`src/rtl/vga_pkg.sv`:
```
// Shared VGA timing presets, coordinate width and small helpers for the scan generator.
package vga_pkg;

    localparam int unsigned COORD_W   = 10;
    localparam int unsigned COORD_MAX = 1 << COORD_W;

    localparam bit POL_ACTIVE_LOW  = 1'b0;
    localparam bit POL_ACTIVE_HIGH = 1'b1;

    typedef struct packed {
        int unsigned h_active;
        int unsigned h_fp;
        int unsigned h_sync;
        int unsigned h_bp;
        int unsigned v_active;
        int unsigned v_fp;
        int unsigned v_sync;
        int unsigned v_bp;
        bit          hs_pol;
        bit          vs_pol;
    } vga_timing_t;

    localparam vga_timing_t VGA_640X480_60 = '{
        h_active: 640, h_fp: 16, h_sync: 96, h_bp: 48,
        v_active: 480, v_fp: 10, v_sync: 2, v_bp: 33,
        hs_pol: POL_ACTIVE_LOW, vs_pol: POL_ACTIVE_LOW
    };

    localparam vga_timing_t VGA_800X600_72 = '{
        h_active: 800, h_fp: 56, h_sync: 120, h_bp: 64,
        v_active: 600, v_fp: 37, v_sync: 6, v_bp: 23,
        hs_pol: POL_ACTIVE_HIGH, vs_pol: POL_ACTIVE_HIGH
    };

    // Raw (pre-polarity) timing bits carried through the sync delay line.
    typedef struct packed {
        logic hs;
        logic vs;
        logic de;
    } sync_bits_t;

    // True when pos lies in [lo, lo+len); done in 32 bits so a window ending at 1024 still works.
    function automatic logic in_window(input logic [COORD_W-1:0] pos,
                                       input int unsigned lo,
                                       input int unsigned len);
        int unsigned p;
        p = 32'(pos);
        return (p >= lo) && (p < lo + len);
    endfunction

endpackage

```
`src/rtl/vga_sync_delay.sv`:
```
// Clock-enable gated shift register; also exposes the stage feeding the last one.
module vga_sync_delay #(
    parameter int unsigned WIDTH = 3,
    parameter int unsigned DEPTH = 2
) (
    input  logic             clk_i,
    input  logic             rst_ni,
    input  logic             ce_i,
    input  logic [WIDTH-1:0] d_i,
    output logic [WIDTH-1:0] q_o,
    output logic [WIDTH-1:0] q_pre_o
);

    logic [WIDTH-1:0] stage_q [DEPTH];
    logic [WIDTH-1:0] stage_d [DEPTH];

    always_comb begin
        for (int i = 0; i < int'(DEPTH); i++) begin
            stage_d[i] = stage_q[i];
        end
        if (ce_i) begin
            stage_d[0] = d_i;
            for (int i = 1; i < int'(DEPTH); i++) begin
                stage_d[i] = stage_q[i-1];
            end
        end
    end

    always_ff @(posedge clk_i) begin
        if (!rst_ni) begin
            for (int i = 0; i < int'(DEPTH); i++) begin
                stage_q[i] <= '0;
            end
        end else begin
            for (int i = 0; i < int'(DEPTH); i++) begin
                stage_q[i] <= stage_d[i];
            end
        end
    end

    assign q_o = stage_q[DEPTH-1];

    // With a single stage the "previous" stage is the undelayed input itself.
    if (DEPTH == 1) begin : g_pre_direct
        assign q_pre_o = d_i;
    end else begin : g_pre_stage
        assign q_pre_o = stage_q[DEPTH-2];
    end

endmodule

```
`src/rtl/vga_scan_gen.sv`:
```
// Parametrised VGA scan generator: pixel strobe, x/y scan, latency-matched sync/DE/colour,
// and frame/vblank event reporting.
module vga_scan_gen
    import vga_pkg::*;
#(
    parameter int unsigned H_ACTIVE = VGA_640X480_60.h_active,
    parameter int unsigned H_FP     = VGA_640X480_60.h_fp,
    parameter int unsigned H_SYNC   = VGA_640X480_60.h_sync,
    parameter int unsigned H_BP     = VGA_640X480_60.h_bp,
    parameter int unsigned V_ACTIVE = VGA_640X480_60.v_active,
    parameter int unsigned V_FP     = VGA_640X480_60.v_fp,
    parameter int unsigned V_SYNC   = VGA_640X480_60.v_sync,
    parameter int unsigned V_BP     = VGA_640X480_60.v_bp,
    parameter bit          HS_POL   = VGA_640X480_60.hs_pol,
    parameter bit          VS_POL   = VGA_640X480_60.vs_pol,
    parameter int unsigned CLK_DIV  = 4,
    parameter int unsigned PIPE_LAT = 2,
    parameter int unsigned CW       = 4
) (
    input  logic               clk,
    input  logic               clrn,
    input  logic [3*CW-1:0]    rgb_in,
    output logic               pix_ce,
    output logic [COORD_W-1:0] x,
    output logic [COORD_W-1:0] y,
    output logic               fetch_en,
    output logic               hsync,
    output logic               vsync,
    output logic               de,
    output logic [CW-1:0]      r,
    output logic [CW-1:0]      g,
    output logic [CW-1:0]      b,
    output logic               frame_start,
    output logic               vblank_start,
    output logic [7:0]         frame_cnt
);

    localparam int unsigned H_TOTAL = H_ACTIVE + H_FP + H_SYNC + H_BP;
    localparam int unsigned V_TOTAL = V_ACTIVE + V_FP + V_SYNC + V_BP;
    localparam int unsigned DIV_W   = (CLK_DIV > 1) ? $clog2(CLK_DIV) : 1;

    localparam logic [DIV_W-1:0]   DIV_LAST = DIV_W'(CLK_DIV - 1);
    localparam logic [COORD_W-1:0] X_LAST   = COORD_W'(H_TOTAL - 1);
    localparam logic [COORD_W-1:0] Y_LAST   = COORD_W'(V_TOTAL - 1);
    localparam logic [COORD_W-1:0] Y_VBLANK = COORD_W'(V_ACTIVE);

    if (H_TOTAL > COORD_MAX || V_TOTAL > COORD_MAX) begin : g_bad_total
        $error("vga_scan_gen: H_TOTAL/V_TOTAL exceed the 10-bit coordinate range");
    end
    if (CLK_DIV < 1 || PIPE_LAT < 1) begin : g_bad_div_lat
        $error("vga_scan_gen: CLK_DIV and PIPE_LAT must both be at least 1");
    end

    logic [DIV_W-1:0]   div_q, div_d;
    logic [COORD_W-1:0] x_q, x_d;
    logic [COORD_W-1:0] y_q, y_d;
    logic [7:0]         fcnt_q, fcnt_d;
    logic [3*CW-1:0]    rgb_q, rgb_d;

    sync_bits_t raw_bits, pre_bits, out_bits;

    // Pixel-rate divider: pix_ce marks the last clk of each pixel period.
    always_comb begin
        if (div_q == DIV_LAST) begin
            div_d = '0;
        end else begin
            div_d = div_q + DIV_W'(1);
        end
    end

    assign pix_ce = clrn && (div_q == DIV_LAST);

    always_comb begin
        x_d    = x_q;
        y_d    = y_q;
        fcnt_d = fcnt_q;
        if (pix_ce) begin
            if (x_q == X_LAST) begin
                x_d = '0;
                if (y_q == Y_LAST) begin
                    y_d    = '0;
                    fcnt_d = fcnt_q + 8'd1;
                end else begin
                    y_d = y_q + COORD_W'(1);
                end
            end else begin
                x_d = x_q + COORD_W'(1);
            end
        end
    end

    assign raw_bits.hs = in_window(x_q, H_ACTIVE + H_FP, H_SYNC);
    assign raw_bits.vs = in_window(y_q, V_ACTIVE + V_FP, V_SYNC);
    assign raw_bits.de = in_window(x_q, 0, H_ACTIVE) && in_window(y_q, 0, V_ACTIVE);

    vga_sync_delay #(
        .WIDTH ($bits(sync_bits_t)),
        .DEPTH (PIPE_LAT)
    ) u_sync_delay (
        .clk_i   (clk),
        .rst_ni  (clrn),
        .ce_i    (pix_ce),
        .d_i     (raw_bits),
        .q_o     (out_bits),
        .q_pre_o (pre_bits)
    );

    // Colour is captured on the same strobe that moves pre_bits.de to the output stage.
    always_comb begin
        rgb_d = rgb_q;
        if (pix_ce) begin
            rgb_d = pre_bits.de ? rgb_in : '0;
        end
    end

    always_ff @(posedge clk) begin
        if (!clrn) begin
            div_q  <= '0;
            x_q    <= '0;
            y_q    <= '0;
            fcnt_q <= '0;
            rgb_q  <= '0;
        end else begin
            div_q  <= div_d;
            x_q    <= x_d;
            y_q    <= y_d;
            fcnt_q <= fcnt_d;
            rgb_q  <= rgb_d;
        end
    end

    assign x         = x_q;
    assign y         = y_q;
    assign fetch_en  = raw_bits.de;
    assign frame_cnt = fcnt_q;

    assign hsync = out_bits.hs ? HS_POL : ~HS_POL;
    assign vsync = out_bits.vs ? VS_POL : ~VS_POL;
    assign de    = out_bits.de;

    assign r = rgb_q[3*CW-1:2*CW];
    assign g = rgb_q[2*CW-1:CW];
    assign b = rgb_q[CW-1:0];

    assign frame_start  = pix_ce && (x_q == '0) && (y_q == '0);
    assign vblank_start = pix_ce && (x_q == '0) && (y_q == Y_VBLANK);

endmodule

```
`config.mk`:
```
export PLATFORM = sky130hd
export DESIGN_NAME = vga_scan_gen
export DESIGN_NICKNAME = d
export VERILOG_FILES = /design/src/rtl/vga_pkg.sv /design/src/rtl/vga_sync_delay.sv /design/src/rtl/vga_scan_gen.sv
export SDC_FILE = /design/constraint.sdc
export NUM_CORES = 1
export LEC_CHECK = 0
export ABC_AREA = 1
export BUFFER_PORTS_ARGS = -buffer_cell sky130_fd_sc_hd__buf_2
export CORE_MARGIN = 1.5
export CORE_UTILIZATION = 45
export DETAILED_ROUTE_END_ITERATION = 10
export HOLD_SLACK_MARGIN = 0.02
export PLACE_DENSITY_LB_ADDON = 0.3
export SLEW_MARGIN = 20
export SYNTH_ARGS = -nofsm -noshare
export SYNTH_HDL_FRONTEND = slang
export SYNTH_SLANG_ARGS = --single-unit
```
`constraint.sdc`:
```
create_clock -name clk -period 2.2 [get_ports clk]
set_input_delay 0.22 -clock clk [delete_from_list [all_inputs] [get_ports clk]]
set_output_delay 0.22 -clock clk [all_outputs]
set_load 0.02 [all_outputs]
```
; ---- Word-level counts from Yosys, hierarchy flattened
; Memories as Yosys holds them, arrays and structs flattened.
; Cells that the tools add are included.
[classes]
add_sub_neg = 4
n_lt_le_gt_ge = 6
n_eq_ne = 4
n_mux = 10
bitwise = 3
n_reduce_logical = 12
[ops]
columns = operator, n
row1 = "adder 10 x 1 -> 10 bit, second input constant", 2
row2 = "equality test 10 bit, second input constant", 2
row3 = logical NOT 10 bit, 2
row4 = "< comparator 10 bit, second input constant", 2
row5 = "< comparator 10 x 9 -> 1 bit, second input constant", 2
row6 = two-way mux 10 bit, 2
row7 = two-way mux 12 bit, 1
row8 = "equality test 10 x 9 -> 1 bit, second input constant", 1
row9 = "greater-or-equal comparator 10 bit, second input constant", 1
row10 = "greater-or-equal comparator 10 x 9 -> 1 bit, second input constant", 1
row11 = "adder 8 x 1 -> 8 bit, second input constant", 1
row12 = logical AND 1 bit, 7
row13 = two-way mux 3 bit, 2
row14 = two-way mux 6 bit, 1
row15 = two-way mux 1 bit, 4
row16 = AND reduction 3 bit, 1
row17 = "adder 2 x 1 -> 2 bit, second input constant", 1
row18 = "equality test 2 bit, second input constant", 1
row19 = bitwise OR 1 bit, 2
row20 = AND reduction 2 bit, 1
row21 = OR reduction 2 bit, 1
row22 = inverter 1 bit, 1
[totals]
reg_bits = 42
mem_bits_rw = 6
input_bits = 14
word_cells = 45
mem_count = 1
[mem_list]
columns = name, depth, word_bits, rd, rd_ports_with_merged_regs, wr, line_no
row1 = u_sync_delay.stage_q, 2, 3, 2, 0, 2, vga_sync_delay.sv:14  ; logic [WIDTH-1:0] stage_q [DEPTH];

; ---- Longest topological paths before layout
; Gate-level depths: netlist of run 1.
[logic_depth]
ltp_word = 4
depth_mapped = 11
mapped_depth_nobuf = 11

; ---- Hierarchy
; A second synthesis of run 1 with hierarchy kept.
[unflattened]
hier_cells = 343
hier_area_um2 = 2422.3
[modules_own_cells]
columns = module, instances, cells_per_inst, area_per_inst_um2
row1 = vga_scan_gen, 1, 306, 2165.8
row2 = vga_sync_delay, 1, 37, 256.5

; ---- Least setup slack after synthesis of run 1
; Ideal clock, no wire load.
[synth_timing]
path_type = reg-to-output
startpoint = reg y_q[8], in the netlist y[8]
endpoint = out vblank_start
arrival_ps = 1694
required_ps = 1980
setup_slack_ps = 286
stages_incl_launch_ff = 5
path_buffers = 0
cell_sequence = dfxtp_1 > inv_1 > nor3_1 > nand2_1 > nor4_1
[synth_via]
elab_chain_len = 2
[synth_rtl]
columns = item, line_no
row1 = "start, declared", vga_scan_gen.sv:56  ; logic [COORD_W-1:0] y_q, y_d;
row2 = "start signal, assigned", vga_scan_gen.sv:126  ; y_q <= y_d;
row3 = equality test 10 x 9 -> 1 bit, vga_scan_gen.sv:146  ; assign vblank_start = pix_ce && (x_q == '0) && (y_q == Y_VBLANK);
row4 = logical AND 1 bit, vga_scan_gen.sv:146
row5 = "end, declared", vga_scan_gen.sv:34  ; output logic vblank_start,
; Every way passes these cells.

; ---- Final worst setup path of run 1
[layout_timing]
startpoint = reg x_q[0], in the netlist x[0]
endpoint = out frame_start
[layout_via]
elab_chain_len = 3
[layout_rtl]
columns = item, line_no
row1 = "start, declared", vga_scan_gen.sv:55  ; logic [COORD_W-1:0] x_q, x_d;
row2 = "start signal, assigned", vga_scan_gen.sv:119  ; x_q <= '0;
row3 = "start signal, assigned", vga_scan_gen.sv:125  ; x_q <= x_d;
row4 = logical NOT 10 bit, vga_scan_gen.sv:145  ; assign frame_start = pix_ce && (x_q == '0) && (y_q == '0);
row5 = logical AND 1 bit (2 in a row), vga_scan_gen.sv:145
row6 = "end, declared", vga_scan_gen.sv:33  ; output logic frame_start,
; Every way passes these cells.

==> results of run 1 <==
==> routing by layer <==
metal  GRT usage  wire length (µm)  up-vias
met1       0.261              2440      976
met2       0.307              2330       67
met5           0                 0        -
met4      0.0525                36        0
met3      0.0535               330        4
li1            -                 -     1154
==> flip-flops by register name (all words and copies together) (netlist names) <==
name and cells:
y 10, div_q 2, x 10, frame_cnt 8, u_sync_delay.stage_q 6, rgb_q 12
==> power by group <==
part	leakage, nW	internal (W)	switching [W]	total, W
sequential	0.387	0.000877	0.00000889	0.000886
combinational	0.885	0.0000253	0.0000483	0.0000736
clock	0.0687	0.000458	0.000313	0.000770
==> cell type report <==
class                   instances  area, µm²  share of cell area
clock buffers                   5       68.8              0.0243
repair buffers                 63        323               0.114
well taps                      70       87.6              0.0309
clock inverters                 3       68.8              0.0243
inverters                      45        169              0.0596
flip-flops and latches         48        961               0.339
multi-input cells             214       1150               0.408
==> metrics by stage <==
step,std cells,worst slack [ns]
2_1_floorplan,316,0.286
3_3_place_gp,440,0.336
3_5_place_dp,440,0.343
4_1_cts,448,0.103
5_1_grt,448,0.0562
6_report,448,0.188
==> path summary, 6_finish.rpt <==
| check | cells past startpoint | slack [ns] | to | startpoint |
|---|---|---|---|---|
| worst max-delay path | 7 | 0.19 | frame_start | x[0] |
| worst min-delay path | 2 | 0.16 | rgb_q[5] | rgb_in[5] |
| worst max register to register | 4 | 0.32 | x[0] | div_q[0] |
| worst min register to register | 1 | 0.43 | div_q[0] | div_q[0] |
==> kinds of logic (layout without fill, tap and decap cells) <==
kind of cell | after synthesis | after routing
adders and majority gates | 7 | 7
xor gates and xnor gates | 4 | 4
buffers and inverters | 54 | 116
DFF | 48 | 48
AOI/OAI and AO/OA | 47 | 47
and+or+nand+nor | 156 | 156
==> placed cells by master (no fill, tap or decap), types with 4 or more instances in the layout <==
cell type,n
o22ai_1,4
nand2_1,73
a32o_1,12
dfxtp_1,48
nor2_1,33
ha_1,7
nor3_1,9
a21oi_1,15
clkbuf_8,5
buf_2,60
o21ai_0,10
inv_2,4
nand4_1,5
nand3_1,21
inv_1,41
==> synth_stat cells (all sizes together) (2+ instances only) <==
master | instances | share of area
nor3 | 10 | 0.021
xnor2 | 2 | 0.0075
o22ai | 4 | 0.011
nor4 | 2 | 0.0054
clkbuf | 2 | 0.0032
nand4 | 5 | 0.013
ha | 7 | 0.037
a32o | 12 | 0.051
xor2 | 2 | 0.0075
nor2 | 38 | 0.077
nand2 | 77 | 0.13
inv | 45 | 0.072
nand3 | 23 | 0.054
o21ai | 11 | 0.024
dfxtp | 48 | 0.41
buf | 7 | 0.021
a21oi | 18 | 0.043
==> worst max-delay path, cell delays in order, from the launching register on <==
cell	delay (ns)
dfxtp_1	0.35
inv_1	0.12
ha_1	0.16
nand2_1	0.05
nor3_1	0.17
nand3b_1	0.15
nor4_1	0.28
buf_2	0.23
==> what timing repair did <==
action | 4_1_cts | 5_1_grt
endpoints found under the hold margin | 0 | 0
gates resized for setup | 0 | 1
endpoints found under the setup margin | 0 | 1
==> results.txt, run 1 <==
----------------------------------------------------
[Run status]
  Result of the run ... finished, final reports clean

[Finish]
  Final design utilization ... 0.562
  Fillers ... 499
  Fraction of final layout cells with drive strength greater than 1 ... 0.238
  Area overhead of the layout relative to synthesis ... 21.2%
  Final net count ... 398
  Cell area after layout ... 2830 µm²
  Diodes inserted ... 0

[Floorplan]
  Area of the core ... 5040 µm²
  Std cell rows ... 26
  Boundary Pins ... 61
  Die area ... 5640 µm²
  Width of the die ... 75.1 µm
  Effective utilization at floorplan ... 0.464
  Chip Height ... 75.1 µm

[GRT]
  Largest net degree at the start of global routing ... 19
  GRT overflow ... 0
  Wire length of the first global-routing pass ... 8.51 mm
  Aggregate global-route resource usage ... 0.194
  Antenna violations before repair ... 0
  Vias in the first global route ... 1972

[Routing]
  WL/cell ... 11.5 µm
  Ratio of routed vias to standard cells ... 4.91
  Number of DRC violations after detailed-routing iteration 0 ... 140
  Detailed-route via count ... 2201
  Count of unresolved DRC violations after routing ... 0
  Antenna Nets Post-Route ... 0
  Detailed-router iteration count before antenna repair ... 4
  Drt total wl ... 5.14 mm

[Placement]
  Half-perimeter wire length after detailed placement ... 3.82 mm
  Final Wtd Congestion ... 0.841
  Post-detailed-placement cell area ... 2690 µm²
  Count of input and output buffers ... 60

[Run]
  Total of max-cap violations ... 0

[Synth]
  Ys flop type ... dfxtp_1
  Simple logic cell fraction of the synthesized area ... 0.304
  Number of flops mapped to enable cells by yosys ... 0
  Async S/R FF share, synth ... 0
  Part of the Yosys area used for sequential elements ... 0.411
  Share of synthesized area spent on multiplexers ... 0
  Mean instance size in the synthesized netlist ... 7.40 µm²
  Nets in the synthesized netlist ... 337
  Gate Count Post-Synth ... 316
  Adder-cell share of the synthesized area ... 0.0375
  Warning count from the yosys run ... 0
  Summed instance area of the synthesized netlist ... 2340 µm²
  Dominant combinational cell family by area after synthesis ... simple AND/OR/NAND/NOR gates
  Compound-gate portion of the synthesized area ... 0.136
  Synth cell types ... 31
  Yosys reg bits ... 48
  Xor/xnor share of the synthesized area ... 0.0150

[Power and ir drop]
  Power density over the cells ... 611 nW/µm²
  Leak pwr ... 1.34 nW
  Post-route total power ... 0.00173 W
  Maximum vdd drop ... 0.000447 V

[STA]
  Worst-margin pin slew ... 0.853 ns
  Worst Hold Margin ... 0.159 ns
  Post-route minimum period ... 2.01 ns
  RSZ-0062 raised after global routing ... false
  Final Max Tran Viols ... 0
  Setup TNS Final ... 0 ns
  Final setup viols ... 0
  Worst max-slew margin expressed relative to the limit ... 0.429
  Number of hold violations in the final report ... 0
  Share of the cycle needed by the critical path after routing ... 0.914
  Setup Skew ... 0.00916 ns
  Max frequency ... 0.497 GHz

[Critical path]
  Type of the worst setup path ... reg -> out
  Worst Path Arrival ... 1.79 ns
  Nature of the critical path startpoint ... flip-flop
  Largest fanout on the critical path ... 4
  Worst endpoint required time ... 1.98 ns
  Type of destination of the critical path ... output pin

[Clock tree]
  Setup Buffers After CTS ... 0
  Later-pin clock latency in the skew report ... 0.30 ns
  Root Driver ... clkbuf_8
  Largest buffer count on any clock path ... 2
  CTS buffer count ... 5
  Hold-fix buffers, CTS ... 0
  Clock transition at path regs ... 0.10 ns
  Total number of H-tree levels ... 2
  Sinks on Clock Net ... 48
  TritonCTS clock tree ... done

[Min path]
  Type of the worst min-delay path ... in -> reg

----------------------------------------------------
No activity file was read; power rests on OpenSTA's default activity.
==> run 2, diff against run 1 <==
ABC_AREA = default   (was 1)
BUFFER_PORTS_ARGS = default   (was -buffer_cell sky130_fd_sc_hd__buf_2)
CORE_UTILIZATION = 67   (was 45)
DONT_BUFFER_PORTS = 1   (was default)
==> run 2 against run 1 <==
  * Via count up 2.5%
  * Clock skew grew 0.012 ns
  * Largest cell class unchanged
  * Design area is 4.4% lower
  * Register-to-register slack got worse by 0.23 ns
  * Flip-flop and latch count stayed put
  * Sequential share of layout area up 1.6 points
  * Count of clock-buffer cells in the layout unchanged
  * Largest power group unchanged
  * Sequential power about the same
  * Critical endpoint is now vblank_start
==> results.txt, run 2 <==
----------------------------------------------------
[Finish]
  Diodes inserted ... 0 (unchanged)
  Area overhead of the layout relative to synthesis ... 21.8%
  Fraction of final layout cells with drive strength greater than 1 ... 0.185 (-0.0529)
  Final net count ... 317 (-20%)
  Leading cell type in the layout, fill and taps excluded ... dfxtp_1
  Max FFs per register ... 12 (unchanged)
  Largest register by flop count ... rgb_q
  Leading cell types in the layout, fill and taps excluded ... dfxtp_1, buf_4, nor2_1, a21oi_1, dlygate4sd3_1
  Fillers ... 173 (-65%)

[Min path]
  Type of the worst min-delay path ... in -> reg

[Placement]
  Final Wtd Congestion ... 0.855 (+1.7%)
  Worst slack after detailed placement ... 0.0796 ns (-0.264 ns)
  Count of input and output buffers ... 0 (-100%)
  Half-perimeter wire length after detailed placement ... 3.65 mm (-4.6%)

[Floorplan]
  Effective utilization at floorplan ... 0.717 (+0.253)
  Std cell rows ... 20 (-23%)
  Chip Height ... 60.6 µm (-19%)
  Die area ... 3670 µm² (-35%)
  Boundary Pins ... 61 (unchanged)
  Area of the core ... 3100 µm² (-38%)
  Width of the die ... 60.6 µm (-19%)

[Clock tree]
  Clock transition at path regs ... 0.14 ns (+0.04 ns)
  TritonCTS clock tree ... done
  Total number of H-tree levels ... 2 (unchanged)
  Largest buffer count on any clock path ... 2 (unchanged)
  CTS buffer count ... 5 (unchanged)
  Later-pin clock latency in the skew report ... 0.39 ns (+0.09 ns)
  Sinks on Clock Net ... 48 (unchanged)
  Root Driver ... clkbuf_4

[Synth]
  Share of the synthesized area in the top cell type ... 0.432 (+0.0208)
  Summed instance area of the synthesized netlist ... 2220 µm² (-4.8%)
  Gate Count Post-Synth ... 258 (-18%)
  Simple logic cell fraction of the synthesized area ... 0.271 (-0.0330)
  Synth cell types ... 43 (+39%)
  Compound-gate portion of the synthesized area ... 0.152 (+0.0164)
  Share of synthesized area spent on multiplexers ... 0.0135 (+0.0135)
  Cell types occupying the most area after synthesis ... dfxtp_1, nor2_1, a22oi_1
  Ys flop type ... dfxtp_1
  Xor/xnor share of the synthesized area ... 0.0394 (+0.0244)
  Yosys reg bits ... 48 (unchanged)
  Most used standard cells in the synthesized netlist ... dfxtp_1, nor2_1, a21oi_1, nand2_1, a22oi_1
  Library cell occupying the most area in the post-synthesis netlist ... dfxtp_1
  Top-count cell post-synth ... dfxtp_1
  Warning count from the yosys run ... 0 (unchanged)
  Nets in the synthesized netlist ... 279 (-17%)
  Part of the Yosys area used for sequential elements ... 0.432 (+0.0208)
  Dominant combinational cell family by area after synthesis ... simple AND/OR/NAND/NOR gates
  Number of flops mapped to enable cells by yosys ... 0 (unchanged)
  Adder-cell share of the synthesized area ... 0.0394 (+0.00190)
  Async S/R FF share, synth ... 0 (unchanged)
  Mean instance size in the synthesized netlist ... 8.62 µm² (+17%)

[Routing]
  Detailed-router iteration count before antenna repair ... 5 (+1)
  Ratio of routed vias to standard cells ... 6.62 (+35%)
  Number of DRC violations after detailed-routing iteration 0 ... 228 (+63%)
  Antenna Nets Post-Route ... 0 (unchanged)
  Drt total wl ... 6.47 mm (+26%)
  Detailed-route via count ... 2256 (+2.5%)
  Count of unresolved DRC violations after routing ... 0 (unchanged)
  WL/cell ... 19.0 µm (+65%)

[STA]
  Worst-margin pin slew ... 0.688 ns (-0.165 ns)
  Post-route minimum period ... 2.18 ns (+0.170 ns)
  Worst max-slew margin expressed relative to the limit ... 0.539 (+0.109)
  Final Max Tran Viols ... 0 (unchanged)
  Worst Hold Margin ... 0.119 ns (-0.0402 ns)
  Share of the cycle needed by the critical path after routing ... 0.992 (+0.0773)
  Post-route worst setup slack ... 0.0182 ns (-0.170 ns)
  Number of hold violations in the final report ... 0 (unchanged)
  Max frequency ... 0.458 GHz (-7.8%)
  Setup TNS Final ... 0 ns (unchanged)
  Setup Skew ... 0.0215 ns (+0.0123 ns)
  Final setup viols ... 0 (unchanged)

[GRT]
  Vias in the first global route ... 2002 (+1.5%)
  Wire length of the first global-routing pass ... 9.00 mm (+5.8%)
  Antenna violations before repair ... 0 (unchanged)
  GRT overflow ... 0 (unchanged)
  Largest net degree at the start of global routing ... 28 (+9)
  Aggregate global-route resource usage ... 0.338 (+0.144)

[Critical path]
  Type of destination of the critical path ... output pin
  Type of the worst setup path ... reg -> out
  Largest fanout on the critical path ... 3 (-1)
  Worst endpoint required time ... 1.98 ns (about the same)
  Worst Path Arrival ... 1.96 ns (+0.17 ns)
  Nature of the critical path startpoint ... flip-flop

[Run status]
  Result of the run ... finished, final reports clean

[Run]
  Total of max-cap violations ... 0 (unchanged)

[Power and ir drop]
  Leak pwr ... 0.975 nW (-27%)
  Maximum vdd drop ... 0.000585 V (+31%)
  Power density over the cells ... 561 nW/µm² (-8.1%)

----------------------------------------------------
==> run 2: worst paths after layout <==
check,slack [ns],start,to,depth (start not counted)
worst max-delay path,0.02,y[0],vblank_start,6
worst min register to register,0.45,div_q[0],div_q[0],1
worst max register to register,0.09,y[5],frame_cnt[5],4
worst min-delay path,0.12,clrn,y[9],3
==> run 2: area by class of cell <==
class	count	area (µm²)	share of cell area
tap	44	55.1	0.0203
clock inverter	3	47.5	0.0176
multi-input combinational	184	1200	0.442
clock buffer	5	37.5	0.0139
timing repair buffer	44	363	0.134
sequential	48	961	0.355
inverter	13	48.8	0.0180
==> run 2: per-layer routing <==
metal	vias up	share of wire	track usage
met5	-	0	0
met4	0	0.038	0.186
met3	30	0.096	0.0896
met2	151	0.50	0.562
met1	1061	0.37	0.396
li1	1014	-	-
==> run 2: per-stage QoR <==
| stage | total power (W) | instance area [µm²] | cells | utilization |
|---|---|---|---|---|
| finish | 0.00152 | 2710 | 341 | 0.873 |
| global route | 0.00156 | 2710 | 341 | 0.873 |
| CTS | 0.00150 | 2640 | 338 | 0.852 |
| detailed placement | 0.000963 | 2430 | 317 | 0.783 |
| global placement | 0.000960 | 2430 | 317 | 0.783 |
| floorplan | 0.000948 | 2220 | 258 | - |
==> run 2: repair_timing <==
item | in CTS | in global routing
hold buffers | 13 | 0
gates resized for setup | 0 | 8
hold endpoints to repair | 15 | 0
buffers inserted | 0 | 2
endpoints found under the setup margin | 0 | 7
==> run 2: critical path, cell delays in order, from the launching register on <==
cell     delay, ns
dfxtp_1       0.35
inv_1         0.11
ha_1          0.19
nor4b_1       0.36
nand3_2       0.20
nor4_2        0.19
buf_4         0.19
==> run 2: logic make-up (layout without fill, tap and decap cells) <==
kind of cell    after synthesis  count (layout)
mux                           3               3
xor+xnor                     10              10
flops                        48              48
simple gates                110             111
compound gates               53              53
buf+inv                      27              65
fa+ha+maj                     7               7
==> run 2: power by group <==
group | switching, W | internal, W
Combinational | 0.0000504 | 0.0000377
Sequential | 0.00000632 | 0.000878
Clock | 0.000304 | 0.000243
==> run 3, diff against run 2 <==
ABC_AREA = 1   (was default)
==> run 3 against run 2 <==
  * Fmax grew 4.7%
  * First-iteration DRC count is 31% lower
  * Hold slack worse by 0.085 ns
  * Sequential share of layout area is 0.98 points higher
  * Flip-flop and latch count did not move
  * Critical path type unchanged
==> results.txt, run 3 (synthesis results as in run 1) <==
----------------------------------------------------
[STA]
  Worst-margin pin slew ... 0.917 ns (+0.230 ns)
  Worst Hold Margin ... 0.0335 ns (-0.0853 ns)
  Max frequency ... 0.480 GHz (+4.7%)
  Share of the cycle needed by the critical path after routing ... 0.947 (-0.0442)
  Final Max Tran Viols ... 0 (unchanged)
  Post-route worst setup slack ... 0.116 ns (+0.0973 ns)
  Setup Skew ... 0.00725 ns (-0.0142 ns)
  Post-route minimum period ... 2.08 ns (-0.0973 ns)
  Final setup viols ... 0 (unchanged)
  Worst max-slew margin expressed relative to the limit ... 0.384 (-0.155)
  Number of hold violations in the final report ... 0 (unchanged)

[GRT]
  Vias in the first global route ... 2025 (+1.1%)
  Antenna violations before repair ... 0 (unchanged)
  Grt met2 use ... 0.524 (-0.0384)
  Highest-utilization routing layer at the global route stage ... met2
  GRT overflow ... 0 (unchanged)
  Met3 layer usage reported by global route ... 0.0932 (+0.00362)
  Aggregate global-route resource usage ... 0.310 (-0.0286)
  Met1 Resource Use GR ... 0.366 (-0.0298)
  Wire length of the first global-routing pass ... 8.80 mm (-2.2%)
  Largest net degree at the start of global routing ... 19 (-32%)

[Routing]
  Drt total wl ... 5.53 mm (-14%)
  Detailed-router iteration count before antenna repair ... 5 (unchanged)
  Number of DRC violations after detailed-routing iteration 0 ... 158 (-31%)
  Antenna Nets Post-Route ... 0 (unchanged)
  WL/cell ... 14.4 µm (-24%)
  Ratio of routed vias to standard cells ... 5.73 (-13%)
  Count of unresolved DRC violations after routing ... 0 (unchanged)
  Detailed-route via count ... 2200 (-2.5%)

[Placement]
  Half-perimeter wire length after detailed placement ... 3.74 mm (+2.7%)
  Worst slack after detailed placement ... 0.253 ns (+0.173 ns)
  Count of input and output buffers ... 0 (unchanged)
  Final Wtd Congestion ... 0.922 (+7.9%)
  Number of placed cells counting well taps ... 363 (+15%)

[Critical path]
  R2r setup slk ... 0.27 ns (+0.18 ns)
  Worst Setup SP ... y[8]
  Type of the worst setup path ... reg -> out
  Type of destination of the critical path ... output pin
  Worst-case reg-to-reg path depth ... 4 (unchanged)
  Worst reg2reg endpoint ... x[1]
  Nature of the critical path startpoint ... flip-flop
  Worst setup endpoint ... fetch_en
  Worst Path Arrival ... 1.86 ns (-0.10 ns)
  Crit Reg-Reg Startpoint ... div_q[0]
  Worst endpoint required time ... 1.98 ns (about the same)
  Largest fanout on the critical path ... 5 (+2)

[Finish]
  Area overhead of the layout relative to synthesis ... 13.1%
  Max FFs per register ... 12 (unchanged)
  Final net count ... 358 (+13%)
  Leading cell types in the layout, fill and taps excluded ... nand2_1, dfxtp_1, inv_1, nor2_1, nand3_1
  Diodes inserted ... 0 (unchanged)
  Largest register by flop count ... rgb_q
  Finished Layout Cells ... 384 (+13%)
  Fraction of final layout cells with drive strength greater than 1 ... 0.118 (-0.0668)
  Leading cell type in the layout, fill and taps excluded ... nand2_1

[Floorplan]
  Area of the core ... 3340 µm² (+7.5%)
  Boundary Pins ... 61 (unchanged)
  Chip Height ... 62.1 µm (+2.4%)
  Width of the die ... 62.1 µm (+2.4%)
  Std cell rows ... 21 (+5.0%)
  Die area ... 3850 µm² (+4.8%)
  Effective utilization at floorplan ... 0.700 (-0.0165)

[Clock tree]
  Largest buffer count on any clock path ... 2 (unchanged)
  TritonCTS clock tree ... done
  CTS buffer count ... 5 (unchanged)
  Clock transition at path regs ... 0.15 ns (about the same)
  Total number of H-tree levels ... 2 (unchanged)
  Later-pin clock latency in the skew report ... 0.38 ns (about the same)
  Root Driver ... clkbuf_4
  Sinks on Clock Net ... 48 (unchanged)

[Min path]
  Type of the worst min-delay path ... in -> reg

[Run status]
  Result of the run ... finished, final reports clean

[Power and ir drop]
  Maximum vdd drop ... 0.000483 V (-17%)
  Power density over the cells ... 574 nW/µm² (+2.4%)
  Leak pwr ... 1.11 nW (+14%)
  Post-route total power ... 0.00152 W (-0.12%)

[Run]
  Total of max-cap violations ... 0 (unchanged)

----------------------------------------------------
[run 3: cell types whose count changed in the layout (fill, tap and decap cells not counted), moves of 5 or more]
cell	previous run	this run
inv_1	11	41
and3_1	5	0
nand3_1	10	21
a32o_1	0	12
nand4_1	10	5
or3_1	9	0
nor4_1	6	0
buf_4	31	10
a22oi_1	12	0
nand2_1	12	73
nor3_1	4	10
[run 3: cell type report]
| cell class | instances | area (µm²) |
|---|---|---|
| Tap cell | 46 | 57.6 |
| Fill cell | 249 | 694 |
| Multi-Input combinational cell | 214 | 1160 |
| Inverter | 45 | 169 |
| Clock buffer | 5 | 37.5 |
| Sequential cell | 48 | 963 |
| Timing Repair Buffer | 23 | 205 |
| Clock inverter | 3 | 47.5 |
[run 3: worst min path at each step]
| stage | startpoint | end | slack [ns] | cells after the start |
|---|---|---|---|---|
| after floorplan | rgb_in[10] | rgb_q[10] | 0.39 | 1 |
| after global placement | clrn | frame_cnt[6] | 0.34 | 2 |
| after detailed placement | clrn | frame_cnt[6] | 0.35 | 2 |
| after CTS | clrn | u_sync_delay.stage_q[0][4] | 0.03 | 2 |
| after global routing | clrn | u_sync_delay.stage_q[0][5] | 0.02 | 2 |
| final | clrn | frame_cnt[2] | 0.03 | 4 |
[run 3: metal layers]
| layer | share of wire | wire, µm |
|---|---|---|
| met1 | 0.40 | 2200 |
| met2 | 0.50 | 2760 |
| met3 | 0.082 | 456 |
| met4 | 0.021 | 114 |
| met5 | 0 | 0 |
[run 3: repair_timing]
action / 4_1_cts / 5_1_grt
setup endpoints to repair: 0 / 2
hold buffers: 13 / 0
hold endpoints to repair: 16 / 0
buffers inserted: 0 / 0
gates resized for setup: 0 / 4
[run 3: stage by stage]
stage | utilization | area [µm²] | setup TNS (ns)
after floorplan | - | 2340 | 0
after global placement | 0.723 | 2410 | 0
after detailed placement | 0.723 | 2410 | 0
after CTS | 0.787 | 2630 | 0
after global routing | 0.792 | 2640 | -0.0417
final | 0.792 | 2640 | 0
[run 3: worst max-delay path, cell delays in order, from the launching register on]
cell and delay [ns]:
dfxtp_1 0.35, inv_1 0.14, nor3_1 0.11, nand2_1 0.12, nand2_1 0.06, nor3_1 0.70
[run 3: report_power, final]
group	switching [W]	internal, W	leakage, nW
Combinational	0.0000439	0.0000303	0.675
Clock	0.000309	0.000243	0.0454
Sequential	0.0000126	0.000879	0.388
Total	0.000365	0.00115	1.11
